--- src/rtl/alu_regfile_wb_if.sv ---
// Operand/write-back bus between the ALU datapath and its register file.
// Master drives issue/ALU/ext-load; slave (alu_regfile_wb) drives operands and write-back.
interface alu_regfile_wb_if #(
    parameter int AW = 3,
    parameter int DW = 32
);
    logic          issue_valid;
    logic          issue_ready;
    logic [AW-1:0] issue_rs1;
    logic [AW-1:0] issue_rs2;
    logic [AW-1:0] issue_rd;
    logic [DW-1:0] op_a;
    logic [DW-1:0] op_b;
    logic [DW-1:0] alu_result;
    logic          alu_cout;
    logic          ext_we;
    logic [AW-1:0] ext_addr;
    logic [DW-1:0] ext_data;
    logic          wb_valid;
    logic [AW-1:0] wb_addr;
    logic          carry_flag;

    modport master (
        output issue_valid, issue_rs1, issue_rs2, issue_rd,
        output alu_result, alu_cout,
        output ext_we, ext_addr, ext_data,
        input  issue_ready, op_a, op_b, wb_valid, wb_addr, carry_flag
    );

    modport slave (
        input  issue_valid, issue_rs1, issue_rs2, issue_rd,
        input  alu_result, alu_cout,
        input  ext_we, ext_addr, ext_data,
        output issue_ready, op_a, op_b, wb_valid, wb_addr, carry_flag
    );
endinterface

--- src/rtl/alu_regfile_wb.sv ---
// Register file, operand supply and one-cycle-latency write-back for the 32-bit ALU.
// Optional operand forwarding from the in-flight result: define ALU_RF_BYPASS_EN.
module alu_regfile_wb #(
    parameter int AW = 3,
    parameter int DW = 32
) (
    input logic             clk,
    input logic             rst,
    alu_regfile_wb_if.slave bus
);
    localparam int unsigned DEPTH = 1 << AW;

    typedef enum logic {
        S_IDLE,
        S_PEND
    } pend_state_t;

    pend_state_t   state;
    pend_state_t   state_nx;
    logic [AW-1:0] pend_rd;
    logic          pend_valid;
    logic          accept;
    logic          ready;
    logic          carry_q;
    logic [DW-1:0] rf [DEPTH];
    logic [DW-1:0] rd_a;
    logic [DW-1:0] rd_b;

    // Pending slot: an accepted op always writes back in the very next cycle.
    always_ff @(posedge clk) begin
        if (rst) begin
            state <= S_IDLE;
        end else begin
            state <= state_nx;
        end
    end

    always_comb begin
        state_nx   = S_IDLE;
        pend_valid = (state == S_PEND);
        accept     = bus.issue_valid && ready;
        if (accept) begin
            state_nx = S_PEND;
        end
    end

    always_comb begin
        rd_a = (bus.issue_rs1 == '0) ? '0 : rf[bus.issue_rs1];
        rd_b = (bus.issue_rs2 == '0) ? '0 : rf[bus.issue_rs2];
`ifdef ALU_RF_BYPASS_EN
        ready = 1'b1;
        if (pend_valid && (pend_rd != '0) && (bus.issue_rs1 == pend_rd)) begin
            rd_a = bus.alu_result;
        end
        if (pend_valid && (pend_rd != '0) && (bus.issue_rs2 == pend_rd)) begin
            rd_b = bus.alu_result;
        end
`else
        ready = !(pend_valid && (pend_rd != '0) &&
                  ((bus.issue_rs1 == pend_rd) || (bus.issue_rs2 == pend_rd)));
`endif
    end

    always_ff @(posedge clk) begin
        if (rst) begin
            pend_rd <= '0;
            carry_q <= 1'b0;
        end else if (accept) begin
            pend_rd <= bus.issue_rd;
            carry_q <= bus.alu_cout;
        end
    end

    // Write-back is issued after the external write so it wins on an address collision.
    always_ff @(posedge clk) begin
        if (rst) begin
            for (int unsigned i = 0; i < DEPTH; i++) begin
                rf[i[AW-1:0]] <= '0;
            end
        end else begin
            if (bus.ext_we && (bus.ext_addr != '0)) begin
                rf[bus.ext_addr] <= bus.ext_data;
            end
            if (pend_valid && (pend_rd != '0)) begin
                rf[pend_rd] <= bus.alu_result;
            end
        end
    end

    assign bus.issue_ready = ready;
    assign bus.op_a        = rd_a;
    assign bus.op_b        = rd_b;
    assign bus.wb_valid    = pend_valid;
    assign bus.wb_addr     = pend_rd;
    assign bus.carry_flag  = carry_q;

endmodule

--- src/flat_wrapper.sv ---
// flat-port wrapper written by rule: the top's interface ports become plain ports
module alu_regfile_wb_flat 
#(
    parameter int AW = 3,
    parameter int DW = 32
)
  (clk, rst, bus_issue_valid, bus_issue_rs1, bus_issue_rs2, bus_issue_rd, bus_alu_result, bus_alu_cout, bus_ext_we, bus_ext_addr, bus_ext_data, bus_issue_ready, bus_op_a, bus_op_b, bus_wb_valid, bus_wb_addr, bus_carry_flag);
  alu_regfile_wb_if #(.AW(AW), .DW(DW)) bus_i ();
  input logic clk;
  input logic rst;
  input wire logic [$bits(bus_i.issue_valid)-1:0] bus_issue_valid;
  input wire logic [$bits(bus_i.issue_rs1)-1:0] bus_issue_rs1;
  input wire logic [$bits(bus_i.issue_rs2)-1:0] bus_issue_rs2;
  input wire logic [$bits(bus_i.issue_rd)-1:0] bus_issue_rd;
  input wire logic [$bits(bus_i.alu_result)-1:0] bus_alu_result;
  input wire logic [$bits(bus_i.alu_cout)-1:0] bus_alu_cout;
  input wire logic [$bits(bus_i.ext_we)-1:0] bus_ext_we;
  input wire logic [$bits(bus_i.ext_addr)-1:0] bus_ext_addr;
  input wire logic [$bits(bus_i.ext_data)-1:0] bus_ext_data;
  output wire logic [$bits(bus_i.issue_ready)-1:0] bus_issue_ready;
  output wire logic [$bits(bus_i.op_a)-1:0] bus_op_a;
  output wire logic [$bits(bus_i.op_b)-1:0] bus_op_b;
  output wire logic [$bits(bus_i.wb_valid)-1:0] bus_wb_valid;
  output wire logic [$bits(bus_i.wb_addr)-1:0] bus_wb_addr;
  output wire logic [$bits(bus_i.carry_flag)-1:0] bus_carry_flag;
  assign bus_i.issue_valid = bus_issue_valid;
  assign bus_i.issue_rs1 = bus_issue_rs1;
  assign bus_i.issue_rs2 = bus_issue_rs2;
  assign bus_i.issue_rd = bus_issue_rd;
  assign bus_i.alu_result = bus_alu_result;
  assign bus_i.alu_cout = bus_alu_cout;
  assign bus_i.ext_we = bus_ext_we;
  assign bus_i.ext_addr = bus_ext_addr;
  assign bus_i.ext_data = bus_ext_data;
  assign bus_issue_ready = bus_i.issue_ready;
  assign bus_op_a = bus_i.op_a;
  assign bus_op_b = bus_i.op_b;
  assign bus_wb_valid = bus_i.wb_valid;
  assign bus_wb_addr = bus_i.wb_addr;
  assign bus_carry_flag = bus_i.carry_flag;
  alu_regfile_wb #(.AW(AW), .DW(DW)) u_core (.clk(clk), .rst(rst), .bus(bus_i));
endmodule
--- config.mk ---
export PLATFORM = sky130hd
export DESIGN_NAME = alu_regfile_wb_flat
export DESIGN_NICKNAME = d
export VERILOG_FILES = /design/src/rtl/alu_regfile_wb_if.sv /design/src/rtl/alu_regfile_wb.sv /design/src/flat_wrapper.sv
export SDC_FILE = /design/constraint.sdc
export NUM_CORES = 1
export LEC_CHECK = 0
export ABC_AREA = 0
export CORE_MARGIN = 4
export CORE_UTILIZATION = 51
export DETAILED_ROUTE_END_ITERATION = 10
export PLACE_DENSITY = 0.78
export SLEW_MARGIN = 20
export SYNTH_ARGS = -nofsm -noshare
export SYNTH_HDL_FRONTEND = slang
export SYNTH_SLANG_ARGS = --single-unit
--- constraint.sdc ---
create_clock -name clk -period 3.2 [get_ports clk]
set_input_delay 0.48 -clock clk [delete_from_list [all_inputs] [get_ports clk]]
set_output_delay 0.48 -clock clk [all_outputs]
set_load 0.02 [all_outputs]
# == Word level (Yosys, flattened, before mapping) ==
# Memories as Yosys holds them, arrays and structs flattened.
# Index checks and enable logic that the tools add are counted.
# totals
reg_bits,5
ramBits,256
output_inout_bits,70
elab_cells,35
n_memories,1
# op_classes
n_eq_ne,2
muxes,17
n_reduce_logical,12
# memory_table
name,depth,word_bits,rd,rd_clocked_by_memory_dff,wr,line,rtl
u_core.rf,8,32,2,0,8,alu_regfile_wb.sv:25,logic [DW-1:0] rf [DEPTH];
# op_table
op,n
two-way mux 32 bit,4
OR reduction 32 bit,2
two-way mux 1 bit,11
== test 3 bit,2
logical NOT 3 bit,2
two-way mux 3 bit,2
nonzero test 3 bit,2
logical AND 1 bit,4
logical NOT 1 bit,1
logical OR 1 bit,1

# == Depth between registers and ports, before layout ==
# logic_depth
depth_word,7
depth_mapped,7
ltp_nobuf,4

# == Worst setup path before layout ==
# No wires, ideal clock.
# synth_path
path_kind,input -> register
startpoint,in rst
endpoint,"mem u_core.rf[4][0], enable pin"
setup_ns,0.436
t_arrival_ns,2.717
t_required_ns,2.764
setup_slack_ns,0.047
path_stages,3
n_path_buf,1
cell_sequence,buf_4 > or3b_4 > o221ai_1
# synth_lines
element,line,rtl
start: declaration,flat_wrapper.sv:10,input logic rst;
end: declaration,alu_regfile_wb.sv:25,

# == Worst setup path in the final report ==
# layout_path
startpoint,in bus_issue_rs1[0]
endpoint,out bus_op_a[14]
# layout_between
elab_chain_len,2
# layout_rtl
element,line,rtl
start: declaration,flat_wrapper.sv:12,input wire logic [$bits(bus_i.issue_rs1)-1:0] bus_issue_rs1;
memory read (8 x 32 bit) or logical NOT 3 bit (tied branches),n/a,
two-way mux 32 bit *,alu_regfile_wb.sv:48,rd_a = (bus.issue_rs1 == '0) ? '0 : rf[bus.issue_rs1];
end: declaration,flat_wrapper.sv:21,output wire logic [$bits(bus_i.op_a)-1:0] bus_op_a;
# Every way passes the cells marked *; elsewhere a longest branch is shown, timed or not.

==> metrics.txt <==
status=complete, no violations; Initial Util=52.2%; highest clock rate=337 MHz; Slew @ Worst Pin=964 ps; Primary FF master, synth=edfxtp_1; Cells after Synth=964; Site Rows=58; Mapped Avg Cell Area=13.7 um2; area grow syn2layout=22.2%; Peak VDD IR=0.382 mV; non-filler instance count after layout=1464; antenna violations before repair=2; Worst Skew=10.4 ps; TritonCTS buffer count=25; Max Cap Viol=0; Fin Setup TNS=0 ps; gp weighted congestion=0.884; Place WS=249 ps; Post-CTS Setup Bufs=0; I/O pin total=151; met3 usage=5.07%; DP Cell Count=1418; CP Capture Type=output port; ys async rst share=0%; period utilization=92.6%; Leak=5.82 nW; Synth cell types=43; area of the mapped netlist=13200 um2; CP Data Arrival Time=2480 ps; Die X=169 um; clock period minus worst slack=2960 ps; GRT met2 Usage=47.9%; Total Wirelength=41700 um; M1 GR Usage=35.9%; die area=28600 um2; largest net degree at the start of global routing=41; commonest non-fill, non-tap cell in the layout=edfxtp_1; final instance area=16200 um2; Final Hold Vio Count=0; clock tree from TritonCTS=done; clock sink count=234; Total GRT Usage=28.3%; number of antenna diodes=0; initial drt markers=1140; Clk Latency, worst-skew pair=530 ps; layout net count=1196; Core Region=25300 um2; Final WS setup=236 ps; Post-DP Area=15400 um2; Residual DRC=0; CTS H-tree depth=1; CP Class=input port to output port; post-DP HPWL=26400 um; Req. time, crit path=2720 ps; vias in the first global route=10600; number of synthesized register bits=234; final core occ=63.8%; Yosys warnings=0; CTS Hold Buffers Added=0; Startpoint Class=input port; Post-DRT Antenna Nets=0; I/O Buffers=150; sequential area share after synthesis=52.8%; post-DR vias/cell=7.11; layout cell share with drive strength beyond 1=22.9%; Worst Hold Class=input port to flip-flop; clk buf depth=3; die height=169 um; via count=10400; Post-synth EDFFs=229; clock edge transition at the registers on the reported setup and hold paths=60 ps; grt peak-use layer=met2; pwr dens=472 nW/um2; CTS root buf=clkbuf_16; first-pass GRT wire length=62000 um; worst relative slew slack=35.7%; max-slew violations=0; RSZ-0062 raised after global routing=false; WL per Instance=28.5 um; First-pass DRT Iterations=6; GRT Residual Overflow=0; CP max FO=22; post-cts resize count=0; most frequent cells in the layout=229 x edfxtp_1, 224 x a22o_1, 144 x clkdlybuf4s50_1; Final setup viols=0
registers in the layout, summed over array words and instances, names as in the netlist:
| register | count |
|---|---|
| u_core.rf | 229 |
| u_core.bus.wb_addr | 3 |
| u_core.bus.carry_flag | 1 |
| u_core.bus.wb_valid | 1 |
Yosys cell counts (5+ instances only):
cell	n	area, um2
dfxtp_1	5	100
xnor2_1	6	52.6
nor2b_1	9	56.3
or3_1	5	31.3
inv_1	35	131
nor2_1	67	251
nand2_1	8	30.0
o21ai_0	11	55.1
a221oi_1	62	543
edfxtp_1	229	6880
mux2i_1	6	60.1
nand2b_1	6	37.5
a22o_1	224	1960
buf_1	10	37.5
clkbuf_1	40	150
buf_2	44	220
a21oi_1	33	165
mux4_2	64	1440
mux2_2	58	653
area by class of cell:
type	instances	area, um2
multi-input combinational	599	5760
timing repair buffer	219	2110
tap	330	413
clock buffer	25	626
sequential	234	6980
fill	1842	9170
inverter	36	135
clock inverter	21	138
kinds of logic after synthesis:
group / count (synthesis) / share of synthesized area [%]
AND/OR/NAND/NOR: 120 / 4.80
flip-flops: 234 / 52.8
multiplexers: 128 / 16.3
buffers and inverters: 135 / 4.50
AO/OA/AOI/OAI: 340 / 21.2
other: 1 / 0.0284
XOR/XNOR: 6 / 0.397
path summary, 6_finish.rpt:
check / start / to / slack, ps / cells after the start
max: bus_issue_rs1[0] / bus_op_a[14] / 240 / 5
min reg2reg: u_core.bus.carry_flag / u_core.bus.carry_flag / 640 / 3
min: bus_issue_rd[1] / u_core.bus.wb_addr[1] / 540 / 3
max reg2reg: u_core.bus.wb_addr[0] / u_core.rf[4][16] / 510 / 5
per-stage QoR:
stage | hold WS (ps) | power (mW)
after floorplan | 626 | 4.30
after global placement | 592 | 4.90
after detailed placement | 628 | 4.93
after CTS | 537 | 7.61
after global routing | 555 | 7.84
final | 545 | 7.63
report_power, final:
part	switching (mW)	internal, mW	total (mW)
clock	1.23	1.51	2.74
combinational	0.697	0.576	1.27
sequential	0.0896	3.53	3.62
total	2.01	5.61	7.63
worst max-delay path, cell delays in order:
cell	delay [ps]
buf_4	390
or2_2	270
o21ai_0	100
a221oi_1	520
clkdlybuf4s50_1	700
routing by layer:
| metal | up-vias | part of all wire [%] | wire length (um) |
|---|---|---|---|
| met1 | 5167 | 35 | 14600 |
| met5 | - | 0.079 | 33 |
| met3 | 128 | 11 | 4690 |
| met2 | 780 | 50 | 20700 |
| met4 | 4 | 3.8 | 1600 |
| li1 | 4323 | - | - |
No activity file was read; power rests on OpenSTA's default activity.
